## config.mk

```make
export PLATFORM = sky130hd
export DESIGN_NAME = snake_move_ctrl
export DESIGN_NICKNAME = d
export VERILOG_FILES = /design/src/rtl/snake_move_ctrl.sv
export SDC_FILE = /design/constraint.sdc
export NUM_CORES = 1
export LEC_CHECK = 0
export CAP_MARGIN = 15
export CORE_ASPECT_RATIO = 0.5
export CORE_MARGIN = 4
export CORE_UTILIZATION = 58
export DETAILED_ROUTE_END_ITERATION = 7
export GPL_TIMING_DRIVEN = 0
export PLACE_DENSITY_LB_ADDON = 0.1
export SYNTH_ARGS = -nofsm -noshare
export SYNTH_HDL_FRONTEND = slang
export SYNTH_SLANG_ARGS = --single-unit
export TNS_END_PERCENT = 30
```

## constraint.sdc

```tcl
create_clock -name i_clk -period 3.9 [get_ports i_clk]
set_clock_uncertainty 0.1 [all_clocks]
set_input_delay 0.78 -clock i_clk [delete_from_list [all_inputs] [get_ports i_clk]]
set_output_delay 0.78 -clock i_clk [all_outputs]
set_load 0.01 [all_outputs]
```

## src/rtl/snake_move_ctrl.sv

```systemverilog
// Snake move controller: synchronised, debounced direction keys become one-hot
// move pulses issued once per game tick; the tick shortens on each score event.
module snake_move_ctrl #(
    parameter int TICK_DIV  = 25_000_000,
    parameter int TICK_MIN  = 5_000_000,
    parameter int TICK_STEP = 1_000_000,
    parameter int DEBOUNCE  = 500_000
) (
    input  logic       i_clk,
    input  logic       i_rst_n,
    input  logic       i_key_l,
    input  logic       i_key_r,
    input  logic       i_key_u,
    input  logic       i_key_d,
    input  logic       i_gameover,
    input  logic       i_hit_score,
    output logic       o_l,
    output logic       o_r,
    output logic       o_u,
    output logic       o_d,
    output logic [1:0] o_dir,
    output logic       o_running
);
    localparam int PW = $clog2(TICK_DIV + 1);
    localparam int DW = $clog2(DEBOUNCE + 1);
    localparam logic [PW-1:0] P_DIV = PW'(TICK_DIV);
    localparam logic [PW-1:0] P_ONE = PW'(1);

    typedef enum logic [1:0] {S_IDLE, S_RUN, S_HALT} state_t;

    state_t        r_state, w_state_nx;
    logic [PW-1:0] r_cnt, w_cnt_nx;
    logic [PW-1:0] r_period, w_period_nx;
    logic [PW-1:0] r_req;
    logic [1:0]    r_dir, w_dir_nx;
    logic [1:0]    r_pend, w_pend_nx;
    logic          r_pend_v, w_pend_v_nx;
    logic [3:0]    r_pulse, w_pulse_nx;
    logic [3:0]    r_sync1, r_sync2, r_stable_q;
    logic [3:0]    w_keys, w_stable, w_press;
    logic          r_hit_q, w_hit_rise;
    logic          w_pv, w_tick;
    logic [1:0]    w_pdir;
    logic [31:0]   w_req32, w_req_sat;

    // Bit index matches the dir encoding: 0=L 1=R 2=U 3=D
    assign w_keys = {i_key_d, i_key_u, i_key_r, i_key_l};

    always_ff @(posedge i_clk or negedge i_rst_n) begin
        if (!i_rst_n) begin
            r_sync1    <= '0;
            r_sync2    <= '0;
            r_stable_q <= '0;
            r_hit_q    <= 1'b0;
        end else begin
            r_sync1    <= w_keys;
            r_sync2    <= r_sync1;
            r_stable_q <= w_stable;
            r_hit_q    <= i_hit_score;
        end
    end

    // A differing synced level must persist DEBOUNCE cycles to flip the stable level
    for (genvar k = 0; k < 4; k++) begin : g_deb
        logic [DW-1:0] r_dcnt;
        logic          r_st;
        always_ff @(posedge i_clk or negedge i_rst_n) begin
            if (!i_rst_n) begin
                r_dcnt <= '0;
                r_st   <= 1'b0;
            end else if (r_sync2[k] != r_st) begin
                if (r_dcnt == DW'(DEBOUNCE - 1)) begin
                    r_st   <= r_sync2[k];
                    r_dcnt <= '0;
                end else begin
                    r_dcnt <= r_dcnt + DW'(1);
                end
            end else begin
                r_dcnt <= '0;
            end
        end
        assign w_stable[k] = r_st;
    end

    assign w_press    = w_stable & ~r_stable_q;
    assign w_hit_rise = i_hit_score & ~r_hit_q;

    always_comb begin
        w_pv   = 1'b1;
        w_pdir = 2'd0;
        if      (w_press[0]) w_pdir = 2'd0;
        else if (w_press[1]) w_pdir = 2'd1;
        else if (w_press[2]) w_pdir = 2'd2;
        else if (w_press[3]) w_pdir = 2'd3;
        else                 w_pv   = 1'b0;
    end

    // Saturating period decrement, computed wide so TICK_MIN+TICK_STEP cannot wrap
    assign w_req32   = 32'(r_req);
    assign w_req_sat = (w_req32 >= 32'(TICK_MIN + TICK_STEP)) ? w_req32 - 32'(TICK_STEP)
                                                              : 32'(TICK_MIN);

    always_ff @(posedge i_clk or negedge i_rst_n) begin
        if (!i_rst_n) begin
            r_state  <= S_IDLE;
            r_cnt    <= '0;
            r_period <= P_DIV;
            r_req    <= P_DIV;
            r_dir    <= 2'd0;
            r_pend   <= 2'd0;
            r_pend_v <= 1'b0;
            r_pulse  <= '0;
        end else begin
            r_state  <= w_state_nx;
            r_cnt    <= w_cnt_nx;
            r_period <= w_period_nx;
            r_dir    <= w_dir_nx;
            r_pend   <= w_pend_nx;
            r_pend_v <= w_pend_v_nx;
            r_pulse  <= w_pulse_nx;
            if (w_hit_rise) r_req <= PW'(w_req_sat);
        end
    end

    always_comb begin
        w_state_nx  = r_state;
        w_cnt_nx    = r_cnt;
        w_period_nx = r_period;
        w_dir_nx    = r_dir;
        w_pend_nx   = r_pend;
        w_pend_v_nx = r_pend_v;
        w_pulse_nx  = '0;
        w_tick      = (r_cnt == r_period - P_ONE);
        case (r_state)
            S_IDLE: begin
                w_cnt_nx = '0;
                if (w_pv) begin
                    w_state_nx = S_RUN;
                    w_dir_nx   = w_pdir;
                end
            end
            S_RUN: begin
                if (i_gameover) begin
                    w_state_nx = S_HALT;
                end else begin
                    if (w_tick) begin
                        w_cnt_nx    = '0;
                        w_period_nx = r_req;
                        if (r_pend_v) begin
                            w_dir_nx    = r_pend;
                            w_pend_v_nx = 1'b0;
                        end
                        w_pulse_nx[w_dir_nx] = 1'b1;
                    end else begin
                        w_cnt_nx = r_cnt + P_ONE;
                    end
                    // XOR with 1 maps each heading to its opposite (L<->R, U<->D)
                    if (w_pv && (w_pdir != (r_dir ^ 2'b01))) begin
                        w_pend_v_nx = 1'b1;
                        w_pend_nx   = w_pdir;
                    end
                end
            end
            default: ;
        endcase
    end

    assign o_l       = r_pulse[0];
    assign o_r       = r_pulse[1];
    assign o_u       = r_pulse[2];
    assign o_d       = r_pulse[3];
    assign o_dir     = r_dir;
    assign o_running = (r_state == S_RUN);
endmodule

```

==> flow_metrics.env, run 1 <==
export IMPL_port_buffers=14
export IMPL_fp_coreArea_sq_um=14400
export IMPL_fill_cells=1176
export IMPL_min_period_ns=3.54
export IMPL_placed_cell_area_sq_um=8960
export IMPL_diodes=0
export IMPL_drv_slew=0
export IMPL_vias_per_cell=5.82
export IMPL_die_w_microns=180
export IMPL_synth_cell_types=71
export IMPL_syn_inst=846
export IMPL_seq_power_share_pct=47.4
export IMPL_grt_pass1_wl_microns=30100
export IMPL_via_count=6346
export IMPL_rsz0062_at_grt="no"
export IMPL_fin_worst_hold_slack_ns=0.137
export IMPL_drtAntennaViolNets=0
export IMPL_netlist_top_cells_area="dfrtp_1, dfstp_2, xor2_1"
export IMPL_placementRows=31
export IMPL_use_met2_pct=35.3
export IMPL_switching_share_pct=29.4
export IMPL_arrival_ns=3.73
export IMPL_grt_pass1_vias=6176
export IMPL_cp_cell_sequence="inv_1 > ha_1 > buf_2 > or4b_4 > o31ai_1 > o221ai_1 > a2111oi_4 > nand3_2 > buf_6 > mux2_4"
export IMPL_syn_area_sq_um=8540
export IMPL_cts_buffer_depth=2
export IMPL_ys_flop_type="dfrtp_1"
export IMPL_leakagePower_uw=0.00413
export IMPL_slew_headroom_pct=56.2
export IMPL_post_cts_buffers=0
export IMPL_pwr_share_clk_pct=38.2
export IMPL_die_area_sq_um=16900
export IMPL_ios=15
export IMPL_fmax_ghz=0.283
export IMPL_path_buf_inv=3
export IMPL_path_max_fanout=10
export IMPL_synth_edf_count=0
export IMPL_overflow=0
export IMPL_drc=0
export IMPL_final_cell_area_sq_um=9540
export IMPL_wl_microns=17100
export IMPL_cts_buffers=17
export IMPL_h_tree_depth=4
export IMPL_slowest_delay_ns=0.55
export IMPL_async_flop_share_pct=100
export IMPL_grt_max_degree=125
export IMPL_tritoncts="built"
export IMPL_dp_hpwl_microns=11700
export IMPL_dr_pass1_iters=5
export IMPL_antenna_found_initial=0
export IMPL_crit_slowest_cell="a2111oi_4"
export IMPL_endpoint_kind="flip-flop"
export IMPL_start_util_pct=59.2
export IMPL_synth_area_per_cell_sq_um=10.1
export IMPL_synth_largest_area_cell="dfrtp_1"
export IMPL_p_sw_uw=1280
export IMPL_cts_root_buf="clkbuf_16"
export IMPL_path_clk_slew_ns=0.07
export IMPL_power_frac_comb_pct=14.4
export IMPL_die_y_microns=93.8
export IMPL_grt_busiest_layer="met2"
export IMPL_worst_setup_path_start_kind="flip-flop"
export IMPL_synth_seq_cells=167
export IMPL_path_class="flip-flop to flip-flop"
export IMPL_cts_resized=0
export IMPL_setup_violations=0
export IMPL_drt_initial_drc_count=412
export IMPL_place_ws_ns=0.0825
export IMPL_period_share_pct=90.7
export IMPL_synth_nets=862
export IMPL_ys_warnings_count=0
export IMPL_multiInputGateArea_sq_um=4120
export IMPL_synth_top_area_share_pct=41.9
export IMPL_met3_usage_pct=4.99
export IMPL_max_cap_violations=0
export IMPL_syn_to_final_growth_pct=11.7
export IMPL_hold_viol_final=0
export IMPL_regArea_sq_um=4210
export IMPL_powerDensity_nw_per_um2=456
export IMPL_wl_per_cell_microns=15.7
export IMPL_cts_sinks=167
export IMPL_clkLatencyLatePin_ns=0.43
export IMPL_yosysSeqAreaShare_pct=49.3
export IMPL_cpLargestDelayFamily="compound AO/OA/AOI/OAI gates"
export IMPL_gr_usage_all_layers_pct=21.6
export IMPL_layout_drive_gt1_share_pct=11.9
export IMPL_final_nets=896
export IMPL_tns_ns=0
export IMPL_cts_hold_buf=0
export IMPL_p_int_uw=3070
export IMPL_setup_ws_ns=0.364
export IMPL_tightest_slew_ns=0.654
export IMPL_gp_congestion=0.906
export IMPL_met1_usage_pct=29.9
export IMPL_min_path_type="primary input to async pin"
export IMPL_status="complete, no violations"
export IMPL_required_ns=4.10
export IMPL_ir_drop_uv=384
## cell families after synthesis
logic type / after synthesis / synth area share (%)
AND/OR/NAND/NOR: 374 / 22.7
flip-flops: 167 / 49.3
AO/OA/AOI/OAI: 112 / 8.83
XOR/XNOR: 105 / 10.9
buffers and inverters: 51 / 2.56
multiplexers: 29 / 4.50
adder cells (fa/ha/maj): 8 / 1.17
## metrics by stage
step	utilization, %	instances	total power [uW]
2_1_floorplan	-	846	2490
6_report	66.1	1091	4350
4_1_cts	66.1	1091	4380
3_5_place_dp	62.1	1059	2720
3_3_place_gp	61.9	1058	2690
5_1_grt	66.1	1091	4580
## path summary, 6_finish.rpt
path	endpoint	cells after the start	startpoint	slack [ns]
min	r_cnt[21]	1	i_rst_n	0.14
max reg2reg	r_period[23]	10	r_period[7]	0.36
max	r_period[23]	10	r_period[7]	0.36
min reg2reg	r_sync2[3]	0	r_sync1[3]	0.25
max in group asynchronous	g_deb[2].r_dcnt[1]	2	i_rst_n	2.63
min in group i_clk	r_sync2[3]	0	r_sync1[3]	0.25
## final cells by class
| cell class | count | share of cell area (%) |
|---|---|---|
| buffer | 29 | 1.43 |
| clock buffer | 21 | 4.82 |
| clock inverter | 11 | 1.19 |
| inverter | 22 | 0.865 |
| multi-input combinational | 628 | 43.2 |
| sequential | 167 | 44.1 |
| tap | 198 | 2.60 |
| timing repair buffer | 15 | 1.81 |
## synth_stat cells, drive strengths merged (6+ instances only)
cell and number:
dfstp 24, a21oi 25, and3 22, clkbuf 19, o31ai 6, mux2 24, xnor2 44, nand2 63
xor2 60, dfrtp 143, ha 8, inv 21, nand2b 7, nor4b 7, nor4 12, nor2 102
and4 13, or3 16, buf 10, nand4 16, nor3 43, or2 6, o21ai 33, nand3 40
## cells in the final DEF, fill, tap and decap left out, types with 7 or more instances in the layout
cell type	count
nand3_1	39
nor3_1	42
inv_1	21
nand2_1	63
mux2_2	7
a21oi_1	25
ha_1	8
and4_1	13
nand2b_1	7
nor2_1	101
mux2_4	17
clkbuf_16	17
dfrtp_1	143
clkbuf_1	21
xor2_1	60
and3_1	22
or3_1	16
o21ai_0	33
xnor2_1	44
clkdlybuf4s50_1	13
nor4_1	12
nand4_1	15
dfstp_2	24
## registers in the layout, summed over array words and instances, names as in the netlist, 2 cells and up
register / flops
g_deb.r_dcnt: 76
g_deb.r_st: 4
o_dir: 2
r_cnt: 25
r_pend: 2
r_period: 19
r_pulse: 4
r_req: 19
r_stable_q: 4
r_state: 2
r_sync1: 4
r_sync2: 4
## per-layer routing
layer	vias to the layer above	part of all wire (%)	wire length (microns)
li1	3069	-	-
met1	3164	49	8370
met2	97	47	8040
met3	16	3.4	583
met4	0	0.77	132
met5	-	0	0
## power groups by stage
stage / Clock (uW) / Sequential [uW] / Combinational (uW)
after floorplan: 0 / 2050 / 446
after global placement: 0 / 2090 / 599
after detailed placement: 0 / 2090 / 625
after CTS: 1690 / 2060 / 629
after global routing: 1780 / 2090 / 716
final: 1660 / 2060 / 627
Note: power is estimated with default switching activity, not from simulation.
==> run 2, diff against run 1 <==
Settings changed: SETUP_SLACK_MARGIN from default to 0.2.
==> results of run 2 <==
The final DEF is identical to that of run 1. Status: complete, no violations.
==> run 3, diff against run 2 <==
Settings changed: HOLD_SLACK_MARGIN from default to 0.06.
==> results of run 3 <==
The final DEF is identical to that of run 1. Status: complete, no violations.
